$ cat src/rtl/axi_lite_pkg.sv
// Shared AXI4-Lite definitions: response codes, bus widths, the slave's
// write/read FSM state encodings and a byte-strobe to bit-mask helper.
package axi_lite_pkg;

  localparam int AXI_DATA_W = 32;
  localparam int AXI_STRB_W = 4;

  localparam logic [1:0] RESP_OKAY   = 2'b00;
  localparam logic [1:0] RESP_SLVERR = 2'b10;

  typedef enum logic [1:0] {
    W_IDLE = 2'd0,
    W_EXEC = 2'd1,
    W_RESP = 2'd2
  } wr_state_e;

  typedef enum logic {
    R_IDLE = 1'b0,
    R_RESP = 1'b1
  } rd_state_e;

  // Expand each strobe bit into a full byte lane of the data mask.
  function automatic logic [AXI_DATA_W-1:0] strb_to_mask(input logic [AXI_STRB_W-1:0] strb);
    logic [AXI_DATA_W-1:0] mask;
    mask = '0;
    for (int i = 0; i < AXI_STRB_W; i++) begin
      mask[8*i +: 8] = {8{strb[i]}};
    end
    return mask;
  endfunction

endpackage

$ cat src/rtl/axi_lite_regfile.sv
// Register storage for the AXI4-Lite slave: NUM_REGS 32-bit registers with
// a byte-masked write port, a registered read port (optionally forced to
// zero for out-of-range reads) and a flat export of every register.
module axi_lite_regfile
  import axi_lite_pkg::*;
#(
  parameter int NUM_REGS = 8,
  parameter int IDX_W    = $clog2(NUM_REGS)
) (
  input  logic                           clk,
  input  logic                           srst,
  input  logic                           wr_en_i,
  input  logic [IDX_W-1:0]               wr_idx_i,
  input  logic [AXI_DATA_W-1:0]          wr_data_i,
  input  logic [AXI_STRB_W-1:0]          wr_strb_i,
  input  logic                           rd_en_i,
  input  logic [IDX_W-1:0]               rd_idx_i,
  input  logic                           rd_zero_i,
  output logic [AXI_DATA_W-1:0]          rd_data_o,
  output logic [AXI_DATA_W*NUM_REGS-1:0] reg_q_o
);

  logic [AXI_DATA_W-1:0] regs_q [NUM_REGS];
  logic [AXI_DATA_W-1:0] rd_data_q;
  logic [AXI_DATA_W-1:0] wr_mask;

  assign wr_mask = strb_to_mask(wr_strb_i);

  // Register array: clear on reset, merge strobed bytes into the target word.
  always_ff @(posedge clk) begin
    if (srst) begin
      for (int i = 0; i < NUM_REGS; i++) begin
        regs_q[i] <= '0;
      end
    end else if (wr_en_i) begin
      regs_q[wr_idx_i] <= (regs_q[wr_idx_i] & ~wr_mask) | (wr_data_i & wr_mask);
    end
  end

  // Read port: samples pre-write contents, so a same-edge commit is not seen.
  always_ff @(posedge clk) begin
    if (srst) begin
      rd_data_q <= '0;
    end else if (rd_en_i) begin
      rd_data_q <= rd_zero_i ? '0 : regs_q[rd_idx_i];
    end
  end

  assign rd_data_o = rd_data_q;

  generate
    for (genvar gi = 0; gi < NUM_REGS; gi++) begin : g_export
      assign reg_q_o[AXI_DATA_W*gi +: AXI_DATA_W] = regs_q[gi];
    end
  endgenerate

endmodule

$ cat src/rtl/axi_lite_slave_regs.sv
// AXI4-Lite slave register file. Independent write (IDLE/EXEC/RESP) and
// read (IDLE/RESP) handshake FSMs in front of axi_lite_regfile.
// Build option: define AXI_LITE_SLV_SLVERR_EN to answer out-of-range
// accesses with SLVERR instead of OKAY.
module axi_lite_slave_regs
  import axi_lite_pkg::*;
#(
  parameter int NUM_REGS = 8,
  parameter int ADDR_W   = 32
) (
  input  logic                           ACLK,
  input  logic                           ARESET,
  input  logic [ADDR_W-1:0]              S_AXI_AWADDR,
  input  logic                           S_AXI_AWVALID,
  output logic                           S_AXI_AWREADY,
  input  logic [AXI_DATA_W-1:0]          S_AXI_WDATA,
  input  logic [AXI_STRB_W-1:0]          S_AXI_WSTRB,
  input  logic                           S_AXI_WVALID,
  output logic                           S_AXI_WREADY,
  output logic [1:0]                     S_AXI_BRESP,
  output logic                           S_AXI_BVALID,
  input  logic                           S_AXI_BREADY,
  input  logic [ADDR_W-1:0]              S_AXI_ARADDR,
  input  logic                           S_AXI_ARVALID,
  output logic                           S_AXI_ARREADY,
  output logic [AXI_DATA_W-1:0]          S_AXI_RDATA,
  output logic [1:0]                     S_AXI_RRESP,
  output logic                           S_AXI_RVALID,
  input  logic                           S_AXI_RREADY,
  output logic [AXI_DATA_W*NUM_REGS-1:0] REG_Q
);

  localparam int IDX_W  = $clog2(NUM_REGS);
  localparam int WORD_W = ADDR_W - 2;

`ifdef AXI_LITE_SLV_SLVERR_EN
  localparam logic [1:0] OOR_RESP = RESP_SLVERR;
`else
  localparam logic [1:0] OOR_RESP = RESP_OKAY;
`endif

  // Byte-offset bits never influence decode.
  logic unused_addr_lsbs;
  assign unused_addr_lsbs = ^{S_AXI_AWADDR[1:0], S_AXI_ARADDR[1:0]};

  // ---------------- write path state ----------------
  wr_state_e             w_state_q, w_state_d;
  logic                  aw_done_q, aw_done_d;
  logic                  w_done_q, w_done_d;
  logic [WORD_W-1:0]     awword_q, awword_d;
  logic [AXI_DATA_W-1:0] wdata_q, wdata_d;
  logic [AXI_STRB_W-1:0] wstrb_q, wstrb_d;
  logic                  awready_q, awready_d;
  logic                  wready_q, wready_d;
  logic                  bvalid_q, bvalid_d;
  logic [1:0]            bresp_q, bresp_d;
  logic                  aw_hs, w_hs, aw_oor, wr_en;

  // ---------------- read path state ----------------
  rd_state_e             r_state_q, r_state_d;
  logic                  arready_q, arready_d;
  logic                  rvalid_q, rvalid_d;
  logic [1:0]            rresp_q, rresp_d;
  logic                  ar_hs, ar_oor, rd_en;
  logic [WORD_W-1:0]     arword;

  assign aw_hs  = S_AXI_AWVALID && awready_q;
  assign w_hs   = S_AXI_WVALID && wready_q;
  assign aw_oor = |(awword_q >> IDX_W);

  assign arword = S_AXI_ARADDR[ADDR_W-1:2];
  assign ar_hs  = S_AXI_ARVALID && arready_q;
  assign ar_oor = |(arword >> IDX_W);

  // Write FSM state and captured address/data registers.
  always_ff @(posedge ACLK) begin
    if (ARESET) begin
      w_state_q <= W_IDLE;
      aw_done_q <= 1'b0;
      w_done_q  <= 1'b0;
      awword_q  <= '0;
      wdata_q   <= '0;
      wstrb_q   <= '0;
      awready_q <= 1'b0;
      wready_q  <= 1'b0;
      bvalid_q  <= 1'b0;
      bresp_q   <= RESP_OKAY;
    end else begin
      w_state_q <= w_state_d;
      aw_done_q <= aw_done_d;
      w_done_q  <= w_done_d;
      awword_q  <= awword_d;
      wdata_q   <= wdata_d;
      wstrb_q   <= wstrb_d;
      awready_q <= awready_d;
      wready_q  <= wready_d;
      bvalid_q  <= bvalid_d;
      bresp_q   <= bresp_d;
    end
  end

  // Write FSM next state: collect AW and W in any order, commit once, respond.
  always_comb begin
    w_state_d = w_state_q;
    aw_done_d = aw_done_q;
    w_done_d  = w_done_q;
    awword_d  = awword_q;
    wdata_d   = wdata_q;
    wstrb_d   = wstrb_q;
    bvalid_d  = bvalid_q;
    bresp_d   = bresp_q;
    wr_en     = 1'b0;
    case (w_state_q)
      W_IDLE: begin
        if (aw_hs) begin
          aw_done_d = 1'b1;
          awword_d  = S_AXI_AWADDR[ADDR_W-1:2];
        end
        if (w_hs) begin
          w_done_d = 1'b1;
          wdata_d  = S_AXI_WDATA;
          wstrb_d  = S_AXI_WSTRB;
        end
        if (aw_done_d && w_done_d) begin
          w_state_d = W_EXEC;
        end
      end
      W_EXEC: begin
        wr_en     = !aw_oor;
        bvalid_d  = 1'b1;
        bresp_d   = aw_oor ? OOR_RESP : RESP_OKAY;
        w_state_d = W_RESP;
      end
      W_RESP: begin
        if (S_AXI_BREADY) begin
          bvalid_d  = 1'b0;
          aw_done_d = 1'b0;
          w_done_d  = 1'b0;
          w_state_d = W_IDLE;
        end
      end
      default: w_state_d = W_IDLE;
    endcase
    // Each READY is a registered look-ahead so it drops right after its own handshake.
    awready_d = (w_state_d == W_IDLE) && !aw_done_d;
    wready_d  = (w_state_d == W_IDLE) && !w_done_d;
  end

  // Read FSM state and response code register.
  always_ff @(posedge ACLK) begin
    if (ARESET) begin
      r_state_q <= R_IDLE;
      arready_q <= 1'b0;
      rvalid_q  <= 1'b0;
      rresp_q   <= RESP_OKAY;
    end else begin
      r_state_q <= r_state_d;
      arready_q <= arready_d;
      rvalid_q  <= rvalid_d;
      rresp_q   <= rresp_d;
    end
  end

  // Read FSM next state: accept an address, hold the response until RREADY.
  always_comb begin
    r_state_d = r_state_q;
    rvalid_d  = rvalid_q;
    rresp_d   = rresp_q;
    rd_en     = 1'b0;
    case (r_state_q)
      R_IDLE: begin
        if (ar_hs) begin
          rd_en     = 1'b1;
          rvalid_d  = 1'b1;
          rresp_d   = ar_oor ? OOR_RESP : RESP_OKAY;
          r_state_d = R_RESP;
        end
      end
      R_RESP: begin
        if (S_AXI_RREADY) begin
          rvalid_d  = 1'b0;
          r_state_d = R_IDLE;
        end
      end
      default: r_state_d = R_IDLE;
    endcase
    arready_d = (r_state_d == R_IDLE);
  end

  axi_lite_regfile #(
    .NUM_REGS (NUM_REGS),
    .IDX_W    (IDX_W)
  ) u_regfile (
    .clk       (ACLK),
    .srst      (ARESET),
    .wr_en_i   (wr_en),
    .wr_idx_i  (awword_q[IDX_W-1:0]),
    .wr_data_i (wdata_q),
    .wr_strb_i (wstrb_q),
    .rd_en_i   (rd_en),
    .rd_idx_i  (arword[IDX_W-1:0]),
    .rd_zero_i (ar_oor),
    .rd_data_o (S_AXI_RDATA),
    .reg_q_o   (REG_Q)
  );

  assign S_AXI_AWREADY = awready_q;
  assign S_AXI_WREADY  = wready_q;
  assign S_AXI_BVALID  = bvalid_q;
  assign S_AXI_BRESP   = bresp_q;
  assign S_AXI_ARREADY = arready_q;
  assign S_AXI_RVALID  = rvalid_q;
  assign S_AXI_RRESP   = rresp_q;

endmodule

$ cat config.mk
export PLATFORM = sky130hd
export DESIGN_NAME = axi_lite_slave_regs
export DESIGN_NICKNAME = d
export VERILOG_FILES = /design/src/rtl/axi_lite_pkg.sv /design/src/rtl/axi_lite_regfile.sv /design/src/rtl/axi_lite_slave_regs.sv
export SDC_FILE = /design/constraint.sdc
export NUM_CORES = 1
export LEC_CHECK = 0
export ABC_AREA = 1
export CAP_MARGIN = 15
export CORE_MARGIN = 8
export CORE_UTILIZATION = 50
export DETAILED_ROUTE_END_ITERATION = 8
export GPL_TIMING_DRIVEN = 0
export PLACE_DENSITY_LB_ADDON = 0.12
export SLEW_MARGIN = 25
export SYNTH_ARGS = -nofsm -noshare
export SYNTH_HDL_FRONTEND = slang
export SYNTH_SLANG_ARGS = --single-unit
$ cat constraint.sdc
create_clock -name ACLK -period 4.7 [get_ports ACLK]
set_input_delay 1.175 -clock ACLK [delete_from_list [all_inputs] [get_ports ACLK]]
set_output_delay 1.175 -clock ACLK [all_outputs]
set_load 0.01 [all_outputs]
==> results.yml, run 1 <==
clock_tree:
  clk_pin_slew_ns: 0.06
  holdBufCountCts: 0
  cts.sinks: 367
  cts_inserted_buffers: 40
  clk_latency_ns: 0.55
  post-cts-setup-buffers: 0
  cts_resized: 0
  cts_htree_levels: 2
  cts-root-buf: "clkbuf_16"
  cts_tree: "done"
  clock_path_buffers: 3
final_layout:
  final_nets: 2864
  layout-drive-gt1-share_pct: 6.535
  register_area_um2: 9910
  final_common_cell: "nor2_1"
  final_cell_mix: "nor2_1, nand2_1, clkdlybuf4s50_1, nand3_1, edfxtp_1"
  multiInputGateArea_um2: 7022
  fillerInstances: 3080
  syn2layout_area_growth_pct: 31.44
global_route:
  grt_usage_pct: 38.38
  grt_pass1_wl_um: 124000
  grt_start_max_net_pins: 33
  antenna_found_initial: 3
  overflow: 0
  grt_pass1_vias: 18730
detailed_routing:
  postRouteAntennaNets: 0
  finalWirelength_um: 87230
  wl_per_cell_um: 26.78
  drt_pre_antenna_iters: 7
  drc: 0
  vias_per_cell: 6.025
  routed-via-count: 19630
  drt_iter0_drc: 3042
sta:
  tns_ns: 0
  fmax_ghz: 0.2916
  layout_min_cycle_time_ns: 3.430
  setup_violations: 0
  worst_pin_slew_ns: 1.179
  fin_skew_ns: 0.01968
  hold_ws_ns: 0.4659
  drv_slew: 0
  final_hold_viol_count: 0
  grt_setup_unrepaired: "false"
  slew_headroom_pct: 21.40
  period_share_pct: 72.97
synth:
  synth-seq-cells: 367
  synthSimpleGateAreaFrac_pct: 29.28
  yosysWarningCount: 0
  synthMuxAreaShare_pct: 0
  synth.avg_cell_area_um2: 8.032
  synth_top_family_by_area: "simple AND/OR/NAND/NOR gates"
  synth_compound_area_share_pct: 8.031
  yosysSeqAreaShare_pct: 53.18
  synthXorXnorAreaFrac_pct: 0
  syn-cell-area_um2: 18630
  synthAdderAreaFrac_pct: 0
  ys_types: 25
  syn_inst: 2320
status:
  status: "finished, final reports clean"
die:
  start_util_pct: 50.78
  dieArea_um2: 43700
  die_w_um: 209.1
  num_io_pins: 404
  num_rows: 70
  die_y_um: 209.1
  coreArea_um2: 36700
setup_path:
  critPathMaxStageDelay_ns: 0.63
  crit_end: "u_regfile.rd_data_o[30]$_SDFFE_PP0P_"
  r2r_cells: 8
  crit_start: "S_AXI_ARVALID"
  startpoint_type: "input port"
  cp_max_fo: 10
  cp_slowest_cell: "nor2_1"
  cp-end-kind: "flop"
  r2r-end: "u_regfile.rd_data_o[30]$_SDFFE_PP0P_"
  worstSetupPathType: "in -> reg"
  cp.required_ns: 5.17
  path_depth: 8
  worstPathCellList: "clkdlybuf4s50_1 -> nand3_2 -> nor2_1 -> nand2_1 -> nor2_1 -> buf_2 -> nand3_1 -> a21oi_1"
  critPathBufInv: 2
  reg2reg_from: "r_state_q$_SDFF_PP0_"
  cp_common_cell: "nor2_1"
  worstPathArrival_ns: 3.90
  path_delay_family: "simple AND/OR/NAND/NOR gates"
  reg2reg_setup_slack_ns: 2.01
pwr:
  p_leak_nw: 9.750
  irDropWorstVdd_mv: 0.3265
  power_density_nw_per_um2: 349.0
worst_hold_path:
  hold_start: "u_regfile.rd_data_o[27]$_SDFFE_PP0P_"
  hp-class: "reg -> reg"
job:
  timing.max_cap.violations: 0
placed_design:
  gp_congestion: 0.9776
  hpwl_um: 61390
  io_buffers: 391
-- kinds of logic (layout without fill, tap and decap cells) --
logic type	count (synthesis)	count (layout)
flip-flops	367	367
AO/OA/AOI/OAI	237	237
AND/OR/NAND/NOR	1323	1323
buffers and inverters	392	854
other	1	8
-- where the power goes --
part           internal (mW)  switching, mW  total, mW  leakage [nW]
sequential              3.61          0.122       3.73          3.55
combinational          0.544           1.16       1.70          5.59
clock                   1.79           1.33       3.12         0.611
-- worst register-to-register path: stages (launching register included) --
cell,delay (ns)
dfxtp_1,0.31
inv_1,0.07
nand3_2,0.37
nor2_1,0.23
nand2_1,0.10
nor2_1,0.64
buf_2,0.42
nand3_1,0.29
a21oi_1,0.19
-- routing by layer --
layer / GRT usage (%) / vias to the layer above / share of wire, %
met4: 18.61 / 0 / 5.6
met2: 59.17 / 1719 / 43
met1: 45.49 / 9087 / 34
met3: 16.81 / 382 / 17
met5: 0 / - / 0
li1: - / 8437 / -
-- final cells by class --
cell class	count	area share (%)
Clock inverter	11	0.3269
Inverter	232	3.555
Antenna cell	4	0.04087
Multi-Input combinational cell	1564	28.67
Timing Repair Buffer	392	16.09
Clock buffer	59	4.802
Tap cell	468	2.391
Sequential cell	367	40.46
Buffer	160	3.668
-- worst min path at each step --
stage | slack, ns | endpoint | cells after the start
floorplan | 0.46 | awword_q[11]$_SDFFE_PP0P_ | 2
global placement | 0.45 | u_regfile.rd_data_o[0]$_SDFFE_PP0P_ | 2
detailed placement | 0.46 | u_regfile.rd_data_o[27]$_SDFFE_PP0P_ | 2
CTS | 0.47 | u_regfile.rd_data_o[27]$_SDFFE_PP0P_ | 2
global route | 0.48 | u_regfile.rd_data_o[27]$_SDFFE_PP0P_ | 2
finish | 0.47 | u_regfile.rd_data_o[27]$_SDFFE_PP0P_ | 2
-- flip-flops by register name, summed over array words and instances (netlist names), named ones only --
name and count:
S_AXI_RVALID 1, S_AXI_ARREADY 1, S_AXI_BVALID 1, S_AXI_WREADY 1, aw_done_q 1, r_state_q 1, w_state_q 2, S_AXI_AWREADY 1
u_regfile.rd_data_o 32, wdata_q 32, u_regfile.regs_q 256, w_done_q 1, awword_q 30, wstrb_q 4
-- stage by stage --
step                      worst slack (ns)  total power [mW]  instance area [µm²]  std cells  util (%)
after floorplan                      1.531             4.668                18650       2323         -
after global placement              0.1896             5.394                23140       3182     63.07
after detailed placement            0.9867             5.420                23230       3183     63.29
after CTS                            1.510             8.433                24480       3253     66.72
after global routing                 1.202             8.737                24480       3253     66.72
final                                1.270             8.547                24490       3257     66.74
-- synth_stat cells --
cell type | number | share of area, %
nor2_1 | 504 | 10
nand2_1 | 501 | 10
nand3_1 | 281 | 7.5
edfxtp_1 | 256 | 41
inv_1 | 207 | 4.2
o211ai_1 | 124 | 5.0
dfxtp_1 | 111 | 12
clkbuf_1 | 74 | 1.5
o21ai_0 | 69 | 1.9
a21oi_1 | 43 | 1.2
buf_2 | 34 | 0.91
buf_6 | 27 | 1.6
inv_2 | 20 | 0.40
buf_4 | 14 | 0.56
buf_1 | 11 | 0.22
or2_2 | 11 | 0.37
or2_1 | 10 | 0.34
nand3_2 | 9 | 0.48
clkinv_1 | 5 | 0.10
nand2_2 | 2 | 0.067
nor2_2 | 2 | 0.067
nor3_1 | 2 | 0.054
conb_1 | 1 | 0.020
nor2_8 | 1 | 0.11
o21ai_1 | 1 | 0.027
Note: power is estimated with default switching activity, not from simulation.
==> inputs of run 2 (changes only) <==
- clock period: 4.7 -> 3.5 ns (I/O delays scaled with it)
==> results of run 2 <==
Same layout as run 1 (identical final DEF). Status: finished, final reports clean.
Among the figures that moved: setup slack after placement 0.9867 ns -> 0.08668 ns; setup slack after layout 1.270 ns -> 0.3705 ns; register-to-register setup slack 2.01 ns -> 0.81 ns; total power 8.547 mW -> 11.48 mW; worst IR drop on VDD 0.3265 mV -> 0.4384 mV
